**src/rtl/reset_seq_pkg.sv**
```systemverilog
// Shared types and constants for the reset sequencer: FSM states, CAUSE bit
// positions and the counter-width helper.
package reset_seq_pkg;

  typedef enum logic [2:0] {
    ST_ASSERT    = 3'd0,
    ST_WAIT_LOCK = 3'd1,
    ST_STRETCH   = 3'd2,
    ST_RELEASE   = 3'd3,
    ST_RUN       = 3'd4
  } state_e;

  localparam int CAUSE_POR  = 0;
  localparam int CAUSE_BTN  = 1;
  localparam int CAUSE_LOCK = 2;
  localparam int CAUSE_SW   = 3;

  // Counters only ever hold 0..max-1, so $clog2(max) bits suffice; keep >= 1 bit.
  function automatic int cnt_width(input int a, input int b, input int c);
    int m;
    m = a;
    if (b > m) m = b;
    if (c > m) m = c;
    return (m > 1) ? $clog2(m) : 1;
  endfunction

endpackage

```
**src/rtl/reset_seq_if.sv**
```systemverilog
// Request/status bundle between the reset sequencer (slave) and its
// surroundings (master).
interface reset_seq_if #(
  parameter int N_LOCK = 2,
  parameter int N_OUT  = 3
);
  logic              BTN;
  logic [N_LOCK-1:0] LOCKED;
  logic              SW_RST;
  logic              CAUSE_CLR;
  logic [N_OUT-1:0]  RSTn;
  logic              DONE;
  logic [3:0]        CAUSE;

  modport master (
    output BTN, LOCKED, SW_RST, CAUSE_CLR,
    input  RSTn, DONE, CAUSE
  );

  modport slave (
    input  BTN, LOCKED, SW_RST, CAUSE_CLR,
    output RSTn, DONE, CAUSE
  );
endinterface

```
**src/rtl/reset_seq_debounce.sv**
```systemverilog
// Pushbutton synchroniser plus glitch filter: the filtered level follows the
// synchronised input only after DEBOUNCE consecutive differing cycles.
module reset_seq_debounce #(
  parameter int DEBOUNCE = 8,
  parameter int CNT_W    = 3
) (
  input  logic CLK,
  input  logic PORESETn,
  input  logic btn_i,
  output logic btn_filt_o
);

  logic [1:0]       sync_q;
  logic             filt_q, filt_d;
  logic [CNT_W-1:0] cnt_q, cnt_d;

  always_ff @(posedge CLK or negedge PORESETn) begin
    if (!PORESETn) begin
      sync_q <= '0;
      filt_q <= 1'b0;
      cnt_q  <= '0;
    end else begin
      sync_q <= {sync_q[0], btn_i};
      filt_q <= filt_d;
      cnt_q  <= cnt_d;
    end
  end

  // Any cycle where input agrees with the filtered level restarts the run.
  always_comb begin
    filt_d = filt_q;
    cnt_d  = '0;
    if (sync_q[1] != filt_q) begin
      if (cnt_q == CNT_W'(DEBOUNCE - 1)) filt_d = sync_q[1];
      else                               cnt_d  = cnt_q + CNT_W'(1);
    end
  end

  assign btn_filt_o = filt_q;

endmodule

```
**src/rtl/reset_seq.sv**
```systemverilog
// Reset sequencer: waits for PLL lock and a clean button, stretches, then
// releases RSTn[0..N_OUT-1] in order STAGGER cycles apart; any fault re-asserts all.
module reset_seq
  import reset_seq_pkg::*;
#(
  parameter int N_LOCK   = 2,
  parameter int N_OUT    = 3,
  parameter int STRETCH  = 15,
  parameter int STAGGER  = 4,
  parameter int DEBOUNCE = 8
) (
  input  logic        CLK,
  input  logic        PORESETn,
  reset_seq_if.slave  bus
);

  localparam int CNT_W = cnt_width(STRETCH, STAGGER, DEBOUNCE);

  logic [N_LOCK-1:0] lock_s1_q, lock_s2_q;
  state_e            state_q, state_d;
  logic [CNT_W-1:0]  cnt_q, cnt_d;
  logic [N_OUT-1:0]  rstn_q, rstn_d, rstn_shift;
  logic [3:0]        cause_q, cause_d, cause_set;
  logic              btn_filt, lock_fault, fault, in_seq;

  reset_seq_debounce #(
    .DEBOUNCE (DEBOUNCE),
    .CNT_W    (CNT_W)
  ) u_debounce (
    .CLK        (CLK),
    .PORESETn   (PORESETn),
    .btn_i      (bus.BTN),
    .btn_filt_o (btn_filt)
  );

  always_ff @(posedge CLK or negedge PORESETn) begin
    if (!PORESETn) begin
      lock_s1_q <= '0;
      lock_s2_q <= '0;
      state_q   <= ST_ASSERT;
      cnt_q     <= '0;
      rstn_q    <= '0;
      cause_q   <= 4'b0001;
    end else begin
      lock_s1_q <= bus.LOCKED;
      lock_s2_q <= lock_s1_q;
      state_q   <= state_d;
      cnt_q     <= cnt_d;
      rstn_q    <= rstn_d;
      cause_q   <= cause_d;
    end
  end

  assign lock_fault = ~&lock_s2_q;
  assign fault      = btn_filt | lock_fault | bus.SW_RST;
  assign in_seq     = (state_q == ST_STRETCH) || (state_q == ST_RELEASE) || (state_q == ST_RUN);
  // Releases are a thermometer fill from bit 0, so individual bits never drop.
  assign rstn_shift = N_OUT'({rstn_q, 1'b1});

  always_comb begin
    cause_set             = '0;
    cause_set[CAUSE_BTN]  = btn_filt;
    cause_set[CAUSE_LOCK] = lock_fault;
    cause_set[CAUSE_SW]   = bus.SW_RST;
  end

  always_comb begin
    state_d = state_q;
    cnt_d   = cnt_q;
    rstn_d  = rstn_q;
    cause_d = bus.CAUSE_CLR ? 4'b0000 : cause_q;

    if (fault && in_seq) begin
      state_d = ST_ASSERT;
      cnt_d   = '0;
      rstn_d  = '0;
      cause_d = cause_d | cause_set;
    end else begin
      unique case (state_q)
        ST_ASSERT: begin
          rstn_d  = '0;
          cnt_d   = '0;
          state_d = ST_WAIT_LOCK;
        end
        ST_WAIT_LOCK: begin
          if (!fault) begin
            cnt_d   = '0;
            state_d = ST_STRETCH;
          end
        end
        ST_STRETCH, ST_RELEASE: begin
          if (cnt_q == ((state_q == ST_STRETCH) ? CNT_W'(STRETCH - 1) : CNT_W'(STAGGER - 1))) begin
            cnt_d   = '0;
            rstn_d  = rstn_shift;
            state_d = (&rstn_shift) ? ST_RUN : ST_RELEASE;
          end else begin
            cnt_d = cnt_q + CNT_W'(1);
          end
        end
        ST_RUN: state_d = ST_RUN;
        default: begin
          rstn_d  = '0;
          state_d = ST_ASSERT;
        end
      endcase
    end
  end

  assign bus.RSTn  = rstn_q;
  assign bus.DONE  = (state_q == ST_RUN);
  assign bus.CAUSE = cause_q;

endmodule

```
**src/flat_wrapper.sv**
```systemverilog
// flat-port wrapper written by rule: the top's interface ports become plain ports
module reset_seq_flat import reset_seq_pkg::*;
#(
  parameter int N_LOCK   = 2,
  parameter int N_OUT    = 3,
  parameter int STRETCH  = 15,
  parameter int STAGGER  = 4,
  parameter int DEBOUNCE = 8
)
  (CLK, PORESETn, bus_BTN, bus_LOCKED, bus_SW_RST, bus_CAUSE_CLR, bus_RSTn, bus_DONE, bus_CAUSE);
  reset_seq_if #(.N_LOCK(N_LOCK), .N_OUT(N_OUT)) bus_i ();
  input  logic CLK;
  input  logic PORESETn;
  input wire logic [$bits(bus_i.BTN)-1:0] bus_BTN;
  input wire logic [$bits(bus_i.LOCKED)-1:0] bus_LOCKED;
  input wire logic [$bits(bus_i.SW_RST)-1:0] bus_SW_RST;
  input wire logic [$bits(bus_i.CAUSE_CLR)-1:0] bus_CAUSE_CLR;
  output wire logic [$bits(bus_i.RSTn)-1:0] bus_RSTn;
  output wire logic [$bits(bus_i.DONE)-1:0] bus_DONE;
  output wire logic [$bits(bus_i.CAUSE)-1:0] bus_CAUSE;
  assign bus_i.BTN = bus_BTN;
  assign bus_i.LOCKED = bus_LOCKED;
  assign bus_i.SW_RST = bus_SW_RST;
  assign bus_i.CAUSE_CLR = bus_CAUSE_CLR;
  assign bus_RSTn = bus_i.RSTn;
  assign bus_DONE = bus_i.DONE;
  assign bus_CAUSE = bus_i.CAUSE;
  reset_seq #(.N_LOCK(N_LOCK), .N_OUT(N_OUT), .STRETCH(STRETCH), .STAGGER(STAGGER), .DEBOUNCE(DEBOUNCE)) u_core (.CLK(CLK), .PORESETn(PORESETn), .bus(bus_i));
endmodule
```
**config.mk**
```make
export PLATFORM = sky130hd
export DESIGN_NAME = reset_seq_flat
export DESIGN_NICKNAME = d
export VERILOG_FILES = /design/src/rtl/reset_seq_pkg.sv /design/src/rtl/reset_seq_if.sv /design/src/rtl/reset_seq_debounce.sv /design/src/rtl/reset_seq.sv /design/src/flat_wrapper.sv
export SDC_FILE = /design/constraint.sdc
export NUM_CORES = 1
export LEC_CHECK = 0
export BUFFER_PORTS_ARGS = -buffer_cell sky130_fd_sc_hd__buf_2
export CORE_UTILIZATION = 44
export CTS_CLUSTER_SIZE = 14
export DETAILED_ROUTE_END_ITERATION = 7
export PLACE_DENSITY = 0.66
export SLEW_MARGIN = 30
export SYNTH_ARGS = -nofsm -noshare
export SYNTH_HDL_FRONTEND = slang
export SYNTH_SLANG_ARGS = --single-unit
export TNS_END_PERCENT = 1
```
**constraint.sdc**
```tcl
create_clock -name CLK -period 1.95 [get_ports CLK]
set_input_delay 0.585 -clock CLK [delete_from_list [all_inputs] [get_ports CLK]]
set_output_delay 0.585 -clock CLK [all_outputs]
set_load 0.005 [all_outputs]
```
==> flow_metrics.tcl <==
set metrics [dict create \
    grtUsageTotal_pct 16.94 \
    syn_avg_cell_area_um2 12.60 \
    postRouteAntennaNets 0 \
    antenna_found_initial 0 \
    fmax_mhz 544.1 \
    worstMarginPinSlew_ns 0.5300 \
    finalPower_w 0.001032 \
    synth.area.top_cells "dfrtp_1 55%, a22o_1 4.8%, nor2b_1 3.5%" \
    yosysWarnings 0 \
    max_stage_delay_ns 0.48 \
    row_count 17 \
    cts_sinks 25 \
    routedWlPerCell_um 13.91 \
    cts_tree "done" \
    grt_pass1_vias 741 \
    crit_family "flip-flops" \
    p_int_w 0.0007467 \
    pwr-share-clk_pct 22.3 \
    grt_pass1_wl_um 3284 \
    first_pass_iters 4 \
    path_class "reg2out" \
    hold_viol 0 \
    start_util_pct 47.61 \
    crit_arrival_ns 1.25 \
    cp_cell_sequence "nor2_2 > and2_4 > buf_2" \
    cp.required_ns 1.36 \
    p_sw_w 0.0002853 \
    overflow 0 \
    synth.largest_area_cell "dfrtp_1" \
    critPathCaptureType "primary output" \
    drt_iter0_drc 10 \
    fp.coreArea_um2 2276 \
    synthArstFlopShare_pct 100.0 \
    p_per_area_nw_per_um2 827.3 \
    pin_count 15 \
    synth_cell_types 30 \
    ys.flop_type "dfrtp_1" \
    swShare_pct 27.64 \
    chipHeight_um 51.63 \
    nets 117 \
    p_leak_nw 0.6037 \
    ys_ff_latch 25 \
    drv_slew 0 \
    fill_cells 178 \
    setup_violations 0 \
    routabilityCongestion 0.7538 \
    cts_made_buffers 3 \
    clock_skew_ns 0.004115 \
    comb_power_share_pct 17.7 \
    worstPathBufferInverterCount 1 \
    syn_nets 95 \
    hp-class "in2async" \
    clk_path_buf_depth 2 \
    detailed_place_hpwl_um 1358 \
    period_share_pct 94.25 \
    netlist_area_um2 1084 \
    synth.yosys.seq_area_share_pct 57.85 \
    cts_hold_buf 0 \
    wl_um 1878 \
    rsz0062_at_grt "no" \
    io_buffers 14 \
    drive_gt1_share_pct 29.91 \
    dr_total_vias 739 \
    cts-root-buf "clkbuf_4" \
    dpl-instance-area_um2 1196 \
    max-vdd-ir-drop_uv 658.8 \
    fin_crit_ns 1.838 \
    drv_cap 0 \
    vias_per_cell 5.474 \
    clock_tree.htree_level_count 1 \
    area_delta_synth_final_pct 15.13 \
    crit_fanout 7 \
    fin_tns_setup_ns 0 \
    clk_pin_slew_ns 0.14 \
    outcome "finished clean" \
    synth-edff-count 0 \
    dieArea_um2 2665 \
    cpMaxStageDelayCell "dfrtp_2" \
    clock_latency_ns 0.31 \
    stdcell_area_um2 1247 \
    maxSlewHeadroom_pct 64.67 \
    synth_cells 86 \
    critPathLaunchType "flip-flop" \
    yosysTopAreaCellShare_pct 55.43 \
    die_x_um 51.63 \
    drc 0 \
    n_antenna_cell 0 \
    power_frac_seq_pct 60.0 \
    grt_start_max_net_pins 26 \
]
-- metrics by stage --
step / std cells / util (%) / worst slack (ns) / hold slack, ns
floorplan: 86 / - / 0.1939 / 0.2894
global placement: 129 / 52.56 / 0.2007 / 0.3360
detailed placement: 129 / 52.56 / 0.1764 / 0.3498
CTS: 133 / 53.99 / 0.006316 / 0.2426
global route: 135 / 54.81 / 0.03590 / 0.2654
finish: 135 / 54.81 / 0.1122 / 0.2262
-- kinds of logic after synthesis --
logic type               count (synthesis)  share of synthesized area, %
buffers and inverters                    4                         1.732
flip-flops                              25                         57.85
AO/OA/AOI/OAI                           18                         15.24
multiplexers                             3                         3.464
XOR/XNOR                                 3                         2.425
adder cells (fa/ha/maj)                  2                         2.309
AND/OR/NAND/NOR                         31                         16.97
-- cell usage after synthesis (2+ instances only) --
master / count
a21oi_1: 2
a22o_1: 6
a32o_1: 2
and2_1: 2
and4bb_1: 2
dfrtp_1: 24
ha_1: 2
inv_1: 3
mux2_2: 2
nand2_1: 3
nand3_1: 5
nor2_1: 7
nor2b_1: 6
nor3_1: 2
xnor2_1: 3
-- layout by cell type (no fill, tap or decap), types with 3 or more instances in the layout --
cell type / count
xnor2_1: 3
nor2_1: 6
nand2_1: 3
buf_4: 4
inv_1: 3
buf_2: 14
nor2b_1: 6
dfrtp_1: 23
clkbuf_4: 3
nand3_1: 5
a22o_1: 6
-- final cells by class --
type                    instances  area, um^2  share of cell area, %
clock buffers                   3       22.52                  1.805
flip-flops and latches         25       628.1                  50.35
repair buffers                 18       100.1                  8.024
multi-input cells              57       442.9                  35.51
clock inverters                 1       7.507                 0.6018
inverters                       3       11.26                 0.9027
well taps                      28       35.03                  2.808
-- power by group through the flow --
stage	combinational (W)	clock, W	sequential, W
2_1_floorplan	0.000123	0	0.000619
3_3_place_gp	0.000168	0	0.000626
3_5_place_dp	0.000170	0	0.000630
4_1_cts	0.000173	0.000244	0.000620
5_1_grt	0.000206	0.000264	0.000627
6_report	0.000183	0.000230	0.000619
-- layer usage --
metal / share of wire, % / GRT usage (%) / up-vias
li1: - / - / 357
met1: 47 / 22.12 / 365
met2: 49 / 28.14 / 15
met3: 3.5 / 1.754 / 2
met4: 0.85 / 8.108 / 0
met5: 0 / 0 / -
-- flip-flops by register name, indices dropped and copies added, names as in the netlist --
| signal | cells |
|---|---|
| u_core.bus.CAUSE | 4 |
| u_core.lock_s1_q | 2 |
| u_core.lock_s2_q | 2 |
| u_core.bus.RSTn | 3 |
| u_core.cnt_q | 4 |
| u_core.u_debounce.sync_q | 2 |
| u_core.u_debounce.btn_filt_o | 1 |
| u_core.state_q | 3 |
| u_core.u_debounce.cnt_q | 4 |
-- what timing repair did --
action                                 CTS  global route
buffers inserted                         0             2
setup endpoints to repair                1             1
resized for setup                        1             2
cloned                                   0             0
endpoints found under the hold margin    0             0
-- path summary, 6_finish.rpt --
kind | startpoint | end | slack, ns | cells past startpoint
setup reg to reg | u_core.cnt_q[0]$_DFFE_PN0P_ | u_core.state_q[1]$_DFFE_PN0P_ | 0.38 | 4
max in group asynchronous | PORESETn | u_core.state_q[0]$_DFFE_PN0P_ | 1.35 | 1
hold reg to reg | u_core.u_debounce.sync_q[0]$_DFF_PN0_ | u_core.u_debounce.sync_q[1]$_DFF_PN0_ | 0.38 | 0
min in group CLK | bus_LOCKED[1] | u_core.lock_s1_q[1]$_DFF_PN0_ | 0.37 | 1
hold / removal | PORESETn | u_core.bus.RSTn[0]$_DFFE_PN0P_ | 0.23 | 1
setup / recovery | u_core.state_q[0]$_DFFE_PN0P_ | bus_DONE | 0.11 | 3
Power figures use the tool's default switching activity.
